<file path="src/rtl/pc_src_mux4.sv">
// Next-PC source selector for the Fetch stage.
// Picks one of four 32-bit candidates (PC+4, branch, jump, jr) combinationally
// and keeps an enable-gated registered copy that can serve directly as the PC.
module pc_src_mux4 #(
  parameter int unsigned      WIDTH       = 32,
  parameter logic [WIDTH-1:0] RESET_VALUE = 32'h0000_3000
) (
  input  logic             clk,
  input  logic             reset,
  input  logic             en,
  input  logic [1:0]       op,
  input  logic [WIDTH-1:0] a0,
  input  logic [WIDTH-1:0] a1,
  input  logic [WIDTH-1:0] a2,
  input  logic [WIDTH-1:0] a3,
  output logic [WIDTH-1:0] out,
  output logic [WIDTH-1:0] out_q,
  output logic [1:0]       op_q,
  output logic [3:0]       sel_onehot
);

  // Power-up values match the reset values so the PC starts at the text base
  // even before the first reset edge.
  logic [WIDTH-1:0] out_r = RESET_VALUE;
  logic [1:0]       op_r  = 2'b00;

  // Ternary tree rather than a case so an unknown op propagates X to out.
  assign out = op[1] ? (op[0] ? a3 : a2)
                     : (op[0] ? a1 : a0);

  // One-hot decode of the select.
  assign sel_onehot = 4'b0001 << op;

  // PC register: reset wins over enable; en=0 stalls.
  always_ff @(posedge clk) begin
    if (reset) begin
      out_r <= RESET_VALUE;
      op_r  <= 2'b00;
    end else if (en) begin
      out_r <= out;
      op_r  <= op;
    end
  end

  assign out_q = out_r;
  assign op_q  = op_r;

endmodule

</file>
<file path="config.mk">
export PLATFORM = sky130hd
export DESIGN_NAME = pc_src_mux4
export DESIGN_NICKNAME = d
export VERILOG_FILES = /design/src/rtl/pc_src_mux4.sv
export SDC_FILE = /design/constraint.sdc
export NUM_CORES = 1
export LEC_CHECK = 0
export BUFFER_PORTS_ARGS = -buffer_cell sky130_fd_sc_hd__clkbuf_2
export CAP_MARGIN = 5
export CORE_UTILIZATION = 35
export CTS_CLUSTER_DIAMETER = 80
export DETAILED_ROUTE_END_ITERATION = 6
export PLACE_DENSITY_LB_ADDON = 0.05
export SLEW_MARGIN = 20
export SYNTH_ARGS = -nofsm -noshare
export SYNTH_HDL_FRONTEND = slang
export SYNTH_SLANG_ARGS = --single-unit
</file>
<file path="constraint.sdc">
create_clock -name clk -period 1.05 [get_ports clk]
set_input_delay 0.105 -clock clk [delete_from_list [all_inputs] [get_ports clk]]
set_output_delay 0.105 -clock clk [all_outputs]
set_load 0.05 [all_outputs]
</file>
# ---- After elaboration in Yosys (flattened, before gate mapping)
# Index checks and enable logic that the tools add are counted.
dict set report totals {
  reg_bits 34
  input_bits 133
  out_inout_bits 70
  word_cells 6
}
dict set report op_classes {
  n_shift 1
  muxes 3
}
# cell count
set ops {}
lappend ops {{$mux 32} 3}
lappend ops {{$shl 1x2->4 const A} 1}

# ---- Depth between registers and ports, before layout
dict set report depth {
  depth_word 2
  mapped_depth 5
  mapped_depth_nobuf 2
}

# ---- Worst setup path after synthesis
# No wires, ideal clock.
dict set report synth_timing {
  path_kind {input port to output port}
  start {input op[0]}
  end {output out[27]}
  arrival_ns 1.521
  t_required_ns 0.945
  setup_slack_ns -0.576
  stages 5
  path_cell_list {buf_6 -> buf_4 -> buf_2 -> mux2i_1 -> mux2i_1}
}
dict set report synth_between {
  elab_chain_cells 2
  word_cells_on_any_way 3
  cone_classes {mux (3)}
}
# element line_no
set synth_rtl {}
lappend synth_rtl {{start: declaration} 11} ;# input logic [1:0] op,
lappend synth_rtl {{$mux 32 (on tied branches)} {29, 28}}
lappend synth_rtl {{$mux 32 *} 28} ;# assign out = op[1] ? (op[0] ? a3 : a2)
lappend synth_rtl {{end: declaration} 16} ;# output logic [WIDTH-1:0] out,
# Every way passes the cells marked *; elsewhere a longest branch is shown, timed or not.

# ---- Worst setup path after layout
dict set report layout_timing {
  start {input op[0]}
  end {output out[13]}
}
# The elaborated chain is that of the path after synthesis.

==> insert_results.sql <==
INSERT INTO impl_metrics (metric_group, metric, value, unit) VALUES
('setup_path', 'regToRegStartpoint', 'out_q[17]$_SDFFE_PP0P_', ''),
('place', 'place_worst_setup_slack', '-0.301', 'ns'),
('floorplan', 'core_area', '6460', 'µm²'),
('routing', 'routedWlPerCell', '21.3', 'µm'),
('sta', 'finalWorstSetupSlack', '-0.126', 'ns'),
('floorplan', 'floorplan.die.height', '84.4', 'µm'),
('sta', 'final_max_slew_viol_count', '0', ''),
('setup_path', 'max_stage_delay', '0.54', 'ns'),
('sta', 'min_period_over_period', '112', '%'),
('clock_network', 'cts_inserted_buffers', '5', ''),
('global_routing', 'grt_start_max_net_pins', '30', ''),
('routing', 'drcViolationCount', '16', ''),
('power_and_ir_drop', 'power_density', '1040', 'nW/µm²'),
('global_routing', 'gr-usage-all-layers', '29.5', '%'),
('clock_network', 'cts_tree', 'yes', ''),
('cells_and_area', 'post-route-util', '88.9', '%'),
('sta', 'worst_slew_pin_slew', '0.335', 'ns'),
('yosys', 'ys_ff_latch', '34', ''),
('setup_path', 'ff_to_ff_path_depth', '2', ''),
('sta', 'grt_setup_unrepaired', 'true', ''),
('setup_path', 'ff2ff_setup_slack', '0.05', 'ns'),
('setup_path', 'worstSetupPathType', 'in -> out', ''),
('power_and_ir_drop', 'internal-power', '3620', 'µW'),
('status', 'status', 'complete, but fails checks', ''),
('setup_path', 'crit_family', 'multiplexers', ''),
('setup_path', 'required', '0.94', 'ns'),
('yosys', 'synth-warning-count', '0', ''),
('clock_network', 'htreeDepth', '2', ''),
('routing', 'vias_per_cell', '5.68', ''),
('power_and_ir_drop', 'power_frac_clock', '18.9', '%'),
('global_routing', 'grt_overflow_total', '0', ''),
('routing', 'wl', '12000', 'µm'),
('power_and_ir_drop', 'vdd_ir_drop_max', '0.000709', 'V'),
('yosys', 'postSynthCellCount', '225', ''),
('cells_and_area', 'num-nets-final', '617', ''),
('sta', 'post-route-min-period', '1.18', 'ns'),
('sta', 'maxSlewHeadroom', '77.8', '%'),
('clock_network', 'root_buffer', 'clkbuf_8', ''),
('place', 'dp_hpwl', '6830', 'µm'),
('floorplan', 'area_of_the_die', '7130', 'µm²'),
('global_routing', 'wire_length_of_the_first_global_routing_pass', '16400', 'µm'),
('yosys', 'postSynthAreaPerCell', '10.6', 'µm²'),
('setup_path', 'timing.critical_path.slowest_stage_cell', 'mux4_2', ''),
('setup_path', 'worst_setup_path_end_kind', 'output port', ''),
('clock_network', 'cts-root-to-sink-buffers', '2', ''),
('job', 'cap_viol_max_count', '0', ''),
('routing', 'detailedRoute.firstPassIterationCount', '6', ''),
('clock_network', 'cts.clk_slew.worst_paths', '0.07', 'ns'),
('floorplan', 'floorplan.io_pins', '203', ''),
('setup_path', 'crit_path_start_kind', 'primary input', ''),
('routing', 'drtAntennaViolNets', '0', ''),
('floorplan', 'initial_core_util', '36.8', '%'),
('floorplan', 'placementRows', '29', ''),
('power_and_ir_drop', 'sw_frac_of_total', '39.7', '%'),
('floorplan', 'chipWidth', '84.4', 'µm'),
('min_path', 'hold_path_depth', '3', ''),
('clock_network', 'clock_insertion_delay_worst_skew', '0.28', 'ns'),
('sta', 'fmax', '850', 'MHz'),
('min_path', 'worstHoldPathType', 'in -> reg', ''),
('clock_network', 'cts_hold_buf', '0', ''),
('status', 'failed_checks', 'design-rule violations, negative setup slack', ''),
('sta', 'hold_violations', '0', ''),
('place', 'place.port_buffers', '202', ''),
('power_and_ir_drop', 'pwr-share-seq', '24.2', '%'),
('cells_and_area', 'areaGrowthSynthToFinish', '142', '%'),
('sta', 'endpoints_failing_setup', '26', ''),
('setup_path', 'critPathArrivalTime', '1.07', 'ns'),
('setup_path', 'number_of_logic_stages_on_the_critical_path_including_buffering', '4', ''),
('routing', 'vias', '3194', ''),
('sta', 'fin_worst_skew', '0', 'ns'),
('power_and_ir_drop', 'power.net_switching', '2380', 'µW');
==> Yosys cell counts <==
library cell	instances	area, µm²
buf_2	7	35.0
or3b_1	17	149
mux2i_1	92	921
buf_4	5	37.5
and2_1	1	6.26
o221ai_1	30	263
buf_6	1	11.3
nor2_1	3	11.3
clkbuf_1	12	45.0
a211o_1	2	17.5
nand3b_1	1	7.51
nor2b_1	4	25.0
or3b_2	14	123
dfxtp_1	34	681
mux4_2	2	45.0
==> through the flow <==
| stage | instance area [µm²] | std cells | hold WS (ns) | setup TNS, ns |
|---|---|---|---|---|
| 2_1_floorplan | 3150 | 225 | 0.317 | -8.23 |
| 3_3_place_gp | 4610 | 541 | 0.448 | -12.53 |
| 3_5_place_dp | 4610 | 541 | 0.455 | -13.86 |
| 4_1_cts | 5500 | 551 | 0.162 | -1.60 |
| 5_1_grt | 5740 | 562 | 0.161 | -2.18 |
| 6_report | 5740 | 562 | 0.170 | -1.52 |
==> layer usage <==
| layer | share of wire, % | GRT usage, % | vias up | wire length (µm) |
|---|---|---|---|---|
| met5 | 0 | 0 | - | 0 |
| met4 | 3.4 | 7.40 | 0 | 406 |
| met3 | 7.8 | 6.19 | 32 | 930 |
| met2 | 55 | 59.2 | 199 | 6610 |
| met1 | 34 | 30.9 | 1541 | 4030 |
| li1 | - | - | 1422 | - |
==> worst register-to-register path: stages, from the launching register on <==
cell      delay (ns)
dfxtp_2         0.33
or3b_2          0.47
o221ai_1        0.10
==> cell usage in the layout, fill, tap and decap left out <==
cell       count
nor2_4         1
o221ai_1      30
mux4_2         2
nor2b_4        2
nor2b_1        2
clkbuf_4       6
nor2_1         2
buf_2          4
or3b_2        14
buf_6          9
buf_4         61
dfxtp_1       17
dfxtp_2       17
clkbuf_2     160
clkbuf_16      2
buf_8         17
mux2i_4       90
and2_2         1
a211o_1        2
or3b_1        17
buf_12         7
buf_16         7
mux2i_1        2
clkbuf_8      12
nand3b_1       1
==> power groups by stage <==
| stage | Combinational, µW | Clock, µW | Sequential, µW |
|---|---|---|---|
| after floorplan | 1490 | 0 | 1830 |
| after global placement | 2650 | 0 | 1470 |
| after detailed placement | 2670 | 0 | 1480 |
| after CTS | 3160 | 1160 | 1450 |
| after global routing | 3510 | 1240 | 1460 |
| final | 3410 | 1140 | 1450 |
==> sequential cells by signal, indices dropped and copies added, names as in the netlist <==
signal	count
out_q	32
op_q	2
==> worst min path at each step <==
stage	slack (ns)	end	start
after floorplan	0.32	out_q[21]$_SDFFE_PP0P_	a2[21]
after global placement	0.45	out_q[31]$_SDFFE_PP0P_	a2[31]
after detailed placement	0.45	out_q[0]$_SDFFE_PP0P_	a3[0]
after CTS	0.16	out_q[2]$_SDFFE_PP0P_	a3[2]
after global routing	0.16	out_q[0]$_SDFFE_PP0P_	a2[0]
final	0.17	out_q[1]$_SDFFE_PP0P_	a2[1]
==> cell type report <==
type,instances,area (µm²)
Fill cell,275,714
Sequential cell,34,702
Multi-Input combinational cell,166,2720
Clock buffer,8,110
Timing Repair Buffer,277,2120
Tap cell,77,96.3
==> cell families after synthesis <==
| group | count (synthesis) | synth area share (%) |
|---|---|---|
| simple gates | 40 | 13.5 |
| mux | 94 | 40.6 |
| buf+inv | 25 | 5.42 |
| flops | 34 | 28.6 |
| compound gates | 32 | 11.8 |
==> what timing repair did <==
item	in CTS	in global routing
resized for setup	125	50
gates cloned	5	1
buffers inserted	3	10
endpoints found under the setup margin	34	40
Note: power is estimated with default switching activity, not from simulation.
